`config.mk`:
```
export PLATFORM = sky130hd
export DESIGN_NAME = i2c_target_fsm_flat
export DESIGN_NICKNAME = d
export VERILOG_FILES = /design/src/rtl/i2c_target_fsm_if.sv /design/src/rtl/i2c_target_fsm.sv /design/src/flat_wrapper.sv
export SDC_FILE = /design/constraint.sdc
export NUM_CORES = 1
export LEC_CHECK = 0
export CELL_PAD_IN_SITES_DETAIL_PLACEMENT = 0
export CELL_PAD_IN_SITES_GLOBAL_PLACEMENT = 1
export CORE_UTILIZATION = 39
export DETAILED_ROUTE_END_ITERATION = 6
export GPL_ROUTABILITY_DRIVEN = 1
export PLACE_DENSITY_LB_ADDON = 0.12
export SLEW_MARGIN = 10
export SYNTH_ARGS = -nofsm -noshare
export SYNTH_HDL_FRONTEND = slang
export SYNTH_SLANG_ARGS = --single-unit
```
`constraint.sdc`:
```
create_clock -name clk -period 2.5 [get_ports clk]
set_input_delay 0.375 -clock clk [delete_from_list [all_inputs] [get_ports clk]]
set_output_delay 0.375 -clock clk [all_outputs]
set_load 0.02 [all_outputs]
```
`src/rtl/i2c_target_fsm_if.sv`:
```
// Bus and register-side signal bundle for the single-address I2C target.
// rx_valid and tx_req are one-clk pulses with no backpressure: rx_data is valid in the rx_valid cycle, tx_data must be held from tx_req until the next SCL fall.
interface i2c_target_fsm_if #(
    parameter int DATA_LEN = 8
) ();

    logic                scl_in;
    logic                sda_in;
    logic                sda_oe;
    logic                ack_en;
    logic [DATA_LEN-1:0] rx_data;
    logic                rx_valid;
    logic                tx_req;
    logic [DATA_LEN-1:0] tx_data;
    logic                busy;

    modport slave (
        input  scl_in,
        input  sda_in,
        input  ack_en,
        input  tx_data,
        output sda_oe,
        output rx_data,
        output rx_valid,
        output tx_req,
        output busy
    );

    modport master (
        output scl_in,
        output sda_in,
        output ack_en,
        output tx_data,
        input  sda_oe,
        input  rx_data,
        input  rx_valid,
        input  tx_req,
        input  busy
    );

endinterface

```
`src/rtl/i2c_target_fsm.sv`:
```
// Single-address I2C target: oversampled SCL/SDA, START/STOP detection, address match,
// write-byte reception and read-byte service. SDA is open-drain (low request only), SCL is never driven.
module i2c_target_fsm #(
    parameter logic [6:0] TARGET_ADDR = 7'h50,
    parameter int         DATA_LEN    = 8,
    parameter int         SYNC_STAGES = 2
) (
    input  logic                 clk,
    input  logic                 rst_n,
    i2c_target_fsm_if.slave      bus,
    output logic [2:0]           state_o
);

    localparam int SYNC_N  = (SYNC_STAGES < 2) ? 2 : SYNC_STAGES;
    localparam int CNT_MAX = (DATA_LEN > 8) ? DATA_LEN : 8;
    localparam int CNT_W   = $clog2(CNT_MAX + 1);

    localparam logic [CNT_W-1:0] CNT_ONE       = CNT_W'(1);
    localparam logic [CNT_W-1:0] CNT_ADDR_LAST = CNT_W'(7);
    localparam logic [CNT_W-1:0] CNT_ADDR_DONE = CNT_W'(8);
    localparam logic [CNT_W-1:0] CNT_BYTE_LAST = CNT_W'(DATA_LEN - 1);
    localparam logic [CNT_W-1:0] CNT_BYTE_DONE = CNT_W'(DATA_LEN);

    typedef enum logic [2:0] {
        IDLE      = 3'd0,
        ADDR      = 3'd1,
        ADDR_ACK  = 3'd2,
        WRITE     = 3'd3,
        WR_ACK    = 3'd4,
        READ      = 3'd5,
        RD_ACK    = 3'd6,
        WAIT_STOP = 3'd7
    } state_t;

    // Synchronizers reset to the idle-bus level so reset release never fakes a START.
    logic [SYNC_N-1:0] scl_sync_q;
    logic [SYNC_N-1:0] sda_sync_q;
    logic              scl_prev_q;
    logic              sda_prev_q;

    always_ff @(posedge clk or negedge rst_n) begin
        if (!rst_n) begin
            scl_sync_q <= '1;
            sda_sync_q <= '1;
            scl_prev_q <= 1'b1;
            sda_prev_q <= 1'b1;
        end else begin
            scl_sync_q <= {scl_sync_q[SYNC_N-2:0], bus.scl_in};
            sda_sync_q <= {sda_sync_q[SYNC_N-2:0], bus.sda_in};
            scl_prev_q <= scl_sync_q[SYNC_N-1];
            sda_prev_q <= sda_sync_q[SYNC_N-1];
        end
    end

    logic scl_s;
    logic sda_s;
    logic scl_rise;
    logic scl_fall;
    logic start_evt;
    logic stop_evt;

    assign scl_s     = scl_sync_q[SYNC_N-1];
    assign sda_s     = sda_sync_q[SYNC_N-1];
    assign scl_rise  = scl_s & ~scl_prev_q;
    assign scl_fall  = ~scl_s & scl_prev_q;
    assign start_evt = scl_s & scl_prev_q & sda_prev_q & ~sda_s;
    assign stop_evt  = scl_s & scl_prev_q & ~sda_prev_q & sda_s;

    state_t              state_q;
    logic [CNT_W-1:0]    bit_cnt_q;
    logic [7:0]          addr_sr_q;
    logic [DATA_LEN-2:0] shift_q;
    logic                rw_q;
    logic                sda_oe_q;
    logic [DATA_LEN-1:0] rx_data_q;
    logic                rx_valid_q;
    logic                tx_req_q;
    logic                busy_q;

    logic [7:0]          addr_in_d;
    logic [DATA_LEN-1:0] shift_in_d;
    logic                addr_hit_d;

    assign addr_in_d  = {addr_sr_q[6:0], sda_s};
    assign shift_in_d = {shift_q, sda_s};
    // At the rise of the R/W bit the seven address bits sit in the low end of the shifter.
    assign addr_hit_d = (addr_sr_q[6:0] == TARGET_ADDR);

    always_ff @(posedge clk or negedge rst_n) begin
        if (!rst_n) begin
            state_q    <= IDLE;
            bit_cnt_q  <= '0;
            addr_sr_q  <= '0;
            shift_q    <= '0;
            rw_q       <= 1'b0;
            sda_oe_q   <= 1'b0;
            rx_data_q  <= '0;
            rx_valid_q <= 1'b0;
            tx_req_q   <= 1'b0;
            busy_q     <= 1'b0;
        end else begin
            rx_valid_q <= 1'b0;
            tx_req_q   <= 1'b0;
            if (stop_evt) begin
                state_q   <= IDLE;
                sda_oe_q  <= 1'b0;
                busy_q    <= 1'b0;
                bit_cnt_q <= '0;
            end else if (start_evt) begin
                state_q   <= ADDR;
                sda_oe_q  <= 1'b0;
                busy_q    <= 1'b1;
                bit_cnt_q <= '0;
            end else begin
                case (state_q)
                    ADDR: begin
                        if (scl_rise && (bit_cnt_q < CNT_ADDR_DONE)) begin
                            addr_sr_q <= addr_in_d;
                            bit_cnt_q <= bit_cnt_q + CNT_ONE;
                            // Only a matching read asks the register side for data.
                            if ((bit_cnt_q == CNT_ADDR_LAST) && sda_s && addr_hit_d) begin
                                tx_req_q <= 1'b1;
                            end
                        end else if (scl_fall && (bit_cnt_q == CNT_ADDR_DONE)) begin
                            bit_cnt_q <= '0;
                            if (addr_sr_q[7:1] == TARGET_ADDR) begin
                                state_q  <= ADDR_ACK;
                                sda_oe_q <= 1'b1;
                                rw_q     <= addr_sr_q[0];
                            end else begin
                                state_q <= IDLE;
                                busy_q  <= 1'b0;
                            end
                        end
                    end

                    ADDR_ACK: begin
                        if (scl_fall) begin
                            bit_cnt_q <= '0;
                            if (rw_q) begin
                                state_q  <= READ;
                                shift_q  <= bus.tx_data[DATA_LEN-2:0];
                                sda_oe_q <= ~bus.tx_data[DATA_LEN-1];
                            end else begin
                                state_q  <= WRITE;
                                sda_oe_q <= 1'b0;
                            end
                        end
                    end

                    WRITE: begin
                        if (scl_rise && (bit_cnt_q < CNT_BYTE_DONE)) begin
                            shift_q   <= shift_in_d[DATA_LEN-2:0];
                            bit_cnt_q <= bit_cnt_q + CNT_ONE;
                            if (bit_cnt_q == CNT_BYTE_LAST) begin
                                rx_data_q  <= shift_in_d;
                                rx_valid_q <= 1'b1;
                            end
                        end else if (scl_fall && (bit_cnt_q == CNT_BYTE_DONE)) begin
                            state_q   <= WR_ACK;
                            sda_oe_q  <= bus.ack_en;
                            bit_cnt_q <= '0;
                        end
                    end

                    WR_ACK: begin
                        if (scl_fall) begin
                            state_q   <= WRITE;
                            sda_oe_q  <= 1'b0;
                            bit_cnt_q <= '0;
                        end
                    end

                    READ: begin
                        if (scl_rise && (bit_cnt_q < CNT_BYTE_DONE)) begin
                            bit_cnt_q <= bit_cnt_q + CNT_ONE;
                        end else if (scl_fall && (bit_cnt_q != '0)) begin
                            if (bit_cnt_q == CNT_BYTE_DONE) begin
                                state_q   <= RD_ACK;
                                sda_oe_q  <= 1'b0;
                                bit_cnt_q <= '0;
                            end else begin
                                shift_q  <= shift_q << 1;
                                sda_oe_q <= ~shift_q[DATA_LEN-2];
                            end
                        end
                    end

                    RD_ACK: begin
                        // bit_cnt_q == 1 records that the master ACKed and a new byte is due.
                        if (scl_rise && (bit_cnt_q == '0)) begin
                            if (sda_s) begin
                                state_q <= WAIT_STOP;
                            end else begin
                                bit_cnt_q <= CNT_ONE;
                                tx_req_q  <= 1'b1;
                            end
                        end else if (scl_fall && (bit_cnt_q == CNT_ONE)) begin
                            state_q   <= READ;
                            bit_cnt_q <= '0;
                            shift_q   <= bus.tx_data[DATA_LEN-2:0];
                            sda_oe_q  <= ~bus.tx_data[DATA_LEN-1];
                        end
                    end

                    default: begin
                    end
                endcase
            end
        end
    end

    assign bus.sda_oe   = sda_oe_q;
    assign bus.rx_data  = rx_data_q;
    assign bus.rx_valid = rx_valid_q;
    assign bus.tx_req   = tx_req_q;
    assign bus.busy     = busy_q;
    assign state_o      = state_q;

endmodule

```
`src/flat_wrapper.sv`:
```
// flat-port wrapper written by rule: the top's interface ports become plain ports
module i2c_target_fsm_flat 
#(
    parameter logic [6:0] TARGET_ADDR = 7'h50,
    parameter int         DATA_LEN    = 8,
    parameter int         SYNC_STAGES = 2
)
  (clk, rst_n, state_o, bus_scl_in, bus_sda_in, bus_ack_en, bus_tx_data, bus_sda_oe, bus_rx_data, bus_rx_valid, bus_tx_req, bus_busy);
  i2c_target_fsm_if #(.DATA_LEN(DATA_LEN)) bus_i ();
  input  logic clk;
  input  logic rst_n;
  output logic [2:0] state_o;
  input wire logic [$bits(bus_i.scl_in)-1:0] bus_scl_in;
  input wire logic [$bits(bus_i.sda_in)-1:0] bus_sda_in;
  input wire logic [$bits(bus_i.ack_en)-1:0] bus_ack_en;
  input wire logic [$bits(bus_i.tx_data)-1:0] bus_tx_data;
  output wire logic [$bits(bus_i.sda_oe)-1:0] bus_sda_oe;
  output wire logic [$bits(bus_i.rx_data)-1:0] bus_rx_data;
  output wire logic [$bits(bus_i.rx_valid)-1:0] bus_rx_valid;
  output wire logic [$bits(bus_i.tx_req)-1:0] bus_tx_req;
  output wire logic [$bits(bus_i.busy)-1:0] bus_busy;
  assign bus_i.scl_in = bus_scl_in;
  assign bus_i.sda_in = bus_sda_in;
  assign bus_i.ack_en = bus_ack_en;
  assign bus_i.tx_data = bus_tx_data;
  assign bus_sda_oe = bus_i.sda_oe;
  assign bus_rx_data = bus_i.rx_data;
  assign bus_rx_valid = bus_i.rx_valid;
  assign bus_tx_req = bus_i.tx_req;
  assign bus_busy = bus_i.busy;
  i2c_target_fsm #(.TARGET_ADDR(TARGET_ADDR), .DATA_LEN(DATA_LEN), .SYNC_STAGES(SYNC_STAGES)) u_core (.clk(clk), .rst_n(rst_n), .bus(bus_i), .state_o(state_o));
endmodule
```
==> impl_metrics.yaml, run 1 <==
setup_path:
  path_class: "flip-flop to flip-flop"
  crit_start: "u_core.scl_sync_q[1]$_DFF_PN1_"
  worstReg2RegStart: "u_core.scl_sync_q[1]$_DFF_PN1_"
  worstPathArrival_ns: 2.55
  crit_path_cell_trace: "or3b_1 -> or2_0 -> a41o_1 -> or2_0 -> o32a_1"
  startpoint_type: "flip-flop"
  cpPeakStageDelay_ns: 0.58
  crit_slowest_cell: "dfstp_2"
  r2r_slack_ns: 0.12
  required_ns: 2.67
  end_kind: "flip-flop"
  reg2regPathDepth: 5
  crit_path_frequent_cell: "or2_0"
  path_max_fanout: 10
cells_and_area:
  fillers: 513
  synthToLayoutAreaGrowth_pct: 21.9
  layout-drive-gt1-share_pct: 23.6
  final_cell_mix: "35 x dfrtp_1, 30 x mux2_2, 26 x clkdlybuf4s50_1, 12 x nor2_1, 12 x nand2_1"
  final_cell_area_sq_um: 2730
  layout.cells.non_filler: 314
  n_antenna_cell: 0
  final_util_pct: 49.6
  finalNetCount: 257
  layout_commonest_cell: "dfrtp_1"
timing:
  drv_slew: 0
  setup_viol_count_final: 0
  hold_viol: 0
  skew_ns: 0.00887
  tns_ns: 0
  maxSlewHeadroom_pct: 39.8
  fmax_mhz: 420
  rsz0062_at_grt: "false"
  tightest_slew_ns: 0.903
  final.period_utilization_pct: 95.3
  period_needed_ns: 2.38
clocking:
  clock-sinks: 41
  cts-resized-gates: 0
  clk_pin_slew_ns: 0.08
  cts_tree: "done"
  clk_latency_ns: 0.29
  holdBufCountCts: 0
  cts_root_buf: "clkbuf_8"
  htreeDepth: 2
  cts_setup_buffers: 0
  clockBufferDepth: 2
  cts_made_buffers: 5
placed_design:
  port_buffers: 27
  hpwl_um: 3730
  placed_area_sq_um: 2610
  place_inst: 306
  place.gp.congestion: 0.831
synthesis:
  synth_fp_nets: 224
  yosysWarningCount: 0
  synthCells: 208
  netlist_area_sq_um: 2240
  synthArstFlopShare_pct: 100
  synth_edf_count: 0
  synth_top_area_share_pct: 39.1
  yosys-top-cells-area: "dfrtp_1 39%, mux2_2 15%, dfstp_2 7.0%"
  syn-mean-instance-area_sq_um: 10.8
  ys_seq_area_share_pct: 46.2
  synth.distinct_cells: 51
  synthFlopType: "dfrtp_1"
  synth_seq_cells: 41
  synth_top_area_cell: "dfrtp_1"
floorplan:
  num_rows: 27
  start_util_pct: 40.6
  die_x_um: 77.8
  dieArea_sq_um: 6050
  ios: 28
  core_area_sq_um: 5510
  die_h_um: 77.8
routing:
  vias: 1763
  vias_per_cell: 5.61
  drtIter0Drc: 115
  routedWlPerCell_um: 16.1
  detail-route-antenna-nets: 0
  route.detailed.drc: 0
  wl_um: 5060
  dr.pass1.iters: 4
run:
  drv_cap: 0
status:
  status: "completed"
global_route:
  antenna_found_initial: 0
  grt_pass1_vias: 1738
  grt_usage_pct: 18.6
  grt_overflow_total: 0
  grt_max_degree: 42
  grt_pass1_wl_um: 8690
pwr:
  p_per_area_nw_per_um2: 513
  finalPower_mw: 1.40
  p_leak_nw: 1.22
  ir_worst_vdd_mv: 0.246
worst_hold_path:
  hold_path.class: "primary input to asynchronous set/reset pin"
-- Yosys cell counts (3+ instances only) --
library cell / instances
o31ai_1: 7
nand3_1: 3
nand2_1: 12
mux2i_1: 3
nor2_1: 12
dfrtp_1: 35
o21ai_0: 10
ha_1: 3
dfstp_2: 6
a21oi_1: 9
inv_1: 5
nor4_1: 4
clkbuf_1: 6
nand3b_1: 4
nand2b_1: 5
nor3b_1: 3
mux2_2: 30
nor3_1: 5
-- stage by stage --
step	hold slack, ns	setup WS [ns]
final	0.209	0.117
after global routing	0.290	0.0362
after CTS	0.249	0.134
after detailed placement	0.348	0.166
after global placement	0.347	0.244
after floorplan	0.0794	0.340
-- layout make-up --
class	instances	area, sq um	area share, %
clock buffers	5	68.8	2.52
clock inverters	3	46.3	1.70
inverters	5	18.8	0.688
multi-input cells	152	1140	41.7
flip-flops and latches	41	1030	37.9
well taps	72	90.1	3.30
repair buffers	36	333	12.2
-- layer usage --
metal  track usage, %  part of all wire, %  vias to the layer above
met2             29.9                   47                       45
met5                0                    0                        -
met3             4.12                  5.0                        6
li1                 -                    -                      843
met1             24.6                   46                      869
met4             6.23                  1.2                        0
-- sequential cells by signal, summed over array words and instances, names as in the netlist --
name / count
u_core.addr_sr_q: 8
u_core.bus.rx_data: 8
u_core.shift_q: 7
u_core.bit_cnt_q: 4
u_core.state_o: 3
u_core.scl_sync_q: 2
u_core.sda_sync_q: 2
u_core.bus.busy: 1
u_core.bus.rx_valid: 1
u_core.bus.sda_oe: 1
u_core.bus.tx_req: 1
u_core.rw_q: 1
u_core.scl_prev_q: 1
u_core.sda_prev_q: 1
-- cells by family after synthesis --
group | count (synthesis) | synth area share [%]
and+or+nand+nor | 67 | 17.8
AOI/OAI and AO/OA | 46 | 13.6
DFF | 41 | 46.2
muxes | 34 | 16.9
buffers and inverters | 15 | 2.96
adders and majority gates | 3 | 1.68
xor gates and xnor gates | 2 | 0.783
-- report_power, final --
group	total (mW)	internal, mW	switching, mW
sequential	0.711	0.689	0.0214
clock	0.535	0.299	0.236
combinational	0.156	0.0701	0.0858
total	1.40	1.06	0.343
-- final timing paths --
| check | to |
|---|---|
| max in group asynchronous | u_core.bus.busy$_DFFE_PN0P_ |
| worst max register to register | u_core.state_o[1]$_DFFE_PN0P_ |
| worst min-delay path | u_core.bit_cnt_q[2]$_DFFE_PN0P_ |
| worst min register to register | u_core.sda_sync_q[1]$_DFF_PN1_ |
| min in group clk | u_core.sda_sync_q[1]$_DFF_PN1_ |
| worst max-delay path | u_core.state_o[1]$_DFFE_PN0P_ |
-- worst max-delay path, delay by kind of cell (launching register included) --
| family | cells | cell delay, ns |
|---|---|---|
| flip-flops | 1 | 0.58 |
| AND/OR/NAND/NOR | 3 | 1.06 |
| AO/OA/AOI/OAI | 2 | 0.63 |
Power figures use the tool's default switching activity.
==> run 2: changes to the inputs <==
--- a/config.mk
+++ b/config.mk
@@ -5,6 +5,7 @@
 export SDC_FILE = /design/constraint.sdc
 export NUM_CORES = 1
 export LEC_CHECK = 0
+export ABC_CLOCK_PERIOD_IN_PS = 2500
 export CELL_PAD_IN_SITES_DETAIL_PLACEMENT = 0
 export CELL_PAD_IN_SITES_GLOBAL_PLACEMENT = 1
 export CORE_UTILIZATION = 39
==> results of run 2 <==
The final DEF is identical to that of run 1; final timing and power are the same.
==> run 3: changes to the inputs <==
--- a/config.mk
+++ b/config.mk
@@ -8,6 +8,7 @@
 export ABC_CLOCK_PERIOD_IN_PS = 2500
 export CELL_PAD_IN_SITES_DETAIL_PLACEMENT = 0
 export CELL_PAD_IN_SITES_GLOBAL_PLACEMENT = 1
+export CORE_MARGIN = 2
 export CORE_UTILIZATION = 39
 export DETAILED_ROUTE_END_ITERATION = 6
 export GPL_ROUTABILITY_DRIVEN = 1
==> impl_metrics.yaml, run 3 (synthesis results as in run 1) <==
clocking:
  holdBufCountCts: 0
  htreeDepth: 2
  clockBufferDepth: 2
  cts_root_buf: "clkbuf_8"
  cts_tree: "done"
  cts_made_buffers: 5
  clock-sinks: 41
  clk_pin_slew_ns: 0.08
  cts_setup_buffers: 0
  clk_latency_ns: 0.29
  cts-resized-gates: 0
timing:
  maxSlewHeadroom_pct: 40.5
  skew_ns: 0.00794
  rsz0062_at_grt: "false"
  tns_ns: 0
  setup_viol_count_final: 0
  tightest_slew_ns: 0.893
  fmax_mhz: 419
  period_needed_ns: 2.39
  drv_slew: 0
  hold_viol: 0
  final.period_utilization_pct: 95.5
pwr:
  p_sw_share_pct: 26.2
  finalPower_mw: 1.29
  p_sw_uw: 338
  p_leak_nw: 1.20
  p_per_area_nw_per_um2: 479
  ir_worst_vdd_mv: 0.348
  seq_power_share_pct: 55.3
  p_comb_share_pct: 12.0
  clkPwrFrac_pct: 32.8
  internal-power_uw: 952
routing:
  highest_layer: "met4"
  drtIter0Drc: 70
  dr.pass1.iters: 4
  wl_met3_um: 288
  route.detailed.drc: 0
  detail-route-antenna-nets: 0
  wl_met2_um: 2430
  met1_length_um: 2320
  routedWlPerCell_um: 16.3
  vias_per_cell: 5.69
  vias: 1782
  wl_um: 5100
floorplan:
  ios: 28
  die_x_um: 79.8
  dieArea_sq_um: 6360
  core_area_sq_um: 5540
  num_rows: 27
  die_h_um: 79.8
  start_util_pct: 40.4
global_route:
  grt_pass1_wl_um: 8660
  antenna_found_initial: 0
  grt_max_degree: 42
  grt_pass1_vias: 1734
  grt_usage_pct: 17.4
  grt_overflow_total: 0
setup_path:
  worstPathArrival_ns: 2.57
  crit_path_cell_trace: "or3b_1 -> nor3_1 -> and4_2 -> mux2_2"
  path_class: "flip-flop to flip-flop"
  path_max_fanout: 10
  cpPeakStageDelay_ns: 0.58
  end_kind: "flip-flop"
  crit_slowest_cell: "dfstp_2"
  required_ns: 2.68
  cp_top_family: "simple AND/OR/NAND/NOR gates"
  crit_buf_inv: 0
  startpoint_type: "flip-flop"
worst_hold_path:
  hold_path.class: "primary input to asynchronous set/reset pin"
cells_and_area:
  layout-drive-gt1-share_pct: 23.7
  n_antenna_cell: 0
  final_cell_mix: "35 x dfrtp_1, 30 x mux2_2, 26 x clkdlybuf4s50_1, 12 x nor2_1, 12 x nand2_1"
  finalNetCount: 256
  layout_commonest_cell: "dfrtp_1"
  synthToLayoutAreaGrowth_pct: 20.3
placed_design:
  place.gp.congestion: 0.882
  hpwl_um: 3760
  port_buffers: 27
status:
  status: "completed"
run:
  drv_cap: 0
[run 3: layout make-up]
cell class              count  area [sq um]
clock buffers               5          68.8
multi-input cells         152          1140
inverters                   5          18.8
fillers                   523          2850
repair buffers             35           325
clock inverters             3          17.5
flip-flops and latches     41          1030
well taps                  72          90.1
[run 3: stage by stage]
step / utilization (%) / cells / worst slack (ns) / cell area (sq um) / hold WS (ns)
floorplan: - / 208 / 0.340 / 2240 / 0.0794
global placement: 47.0 / 305 / 0.148 / 2610 / 0.347
detailed placement: 47.0 / 305 / 0.0143 / 2610 / 0.349
CTS: 48.6 / 313 / 0.0104 / 2690 / 0.237
global route: 48.6 / 313 / 0.0462 / 2690 / 0.292
finish: 48.6 / 313 / 0.111 / 2690 / 0.188
[run 3: routing by layer]
| metal | global-route usage (%) | vias up |
|---|---|---|
| met1 | 24.7 | 888 |
| met3 | 3.39 | 6 |
| met2 | 27.4 | 55 |
| met4 | 4.58 | 0 |
| li1 | - | 833 |
| met5 | 0 | - |
[run 3: worst paths after layout]
check                                               start                           endpoint  slack [ns]  cells after the start
hold reg to reg            u_core.scl_sync_q[0]$_DFF_PN1_     u_core.scl_sync_q[1]$_DFF_PN1_        0.35                      0
max in group asynchronous                           rst_n    u_core.addr_sr_q[7]$_DFFE_PN0P_        1.74                      1
hold / removal                                      rst_n    u_core.bit_cnt_q[3]$_DFFE_PN0P_        0.19                      1
setup reg to reg           u_core.scl_sync_q[1]$_DFF_PN1_  u_core.bus.rx_data[7]$_DFFE_PN0P_        0.11                      4
min in group clk           u_core.scl_sync_q[0]$_DFF_PN1_     u_core.scl_sync_q[1]$_DFF_PN1_        0.35                      0
setup / recovery           u_core.scl_sync_q[1]$_DFF_PN1_  u_core.bus.rx_data[7]$_DFFE_PN0P_        0.11                      4
[run 3: power by group through the flow]
stage                     Sequential (mW)  Combinational (mW)  Clock (mW)
after floorplan                     0.720              0.0949           0
after global placement              0.723               0.152           0
after detailed placement            0.726               0.155           0
after CTS                           0.713               0.156       0.439
after global routing                0.716               0.175       0.462
final                               0.712               0.154       0.423
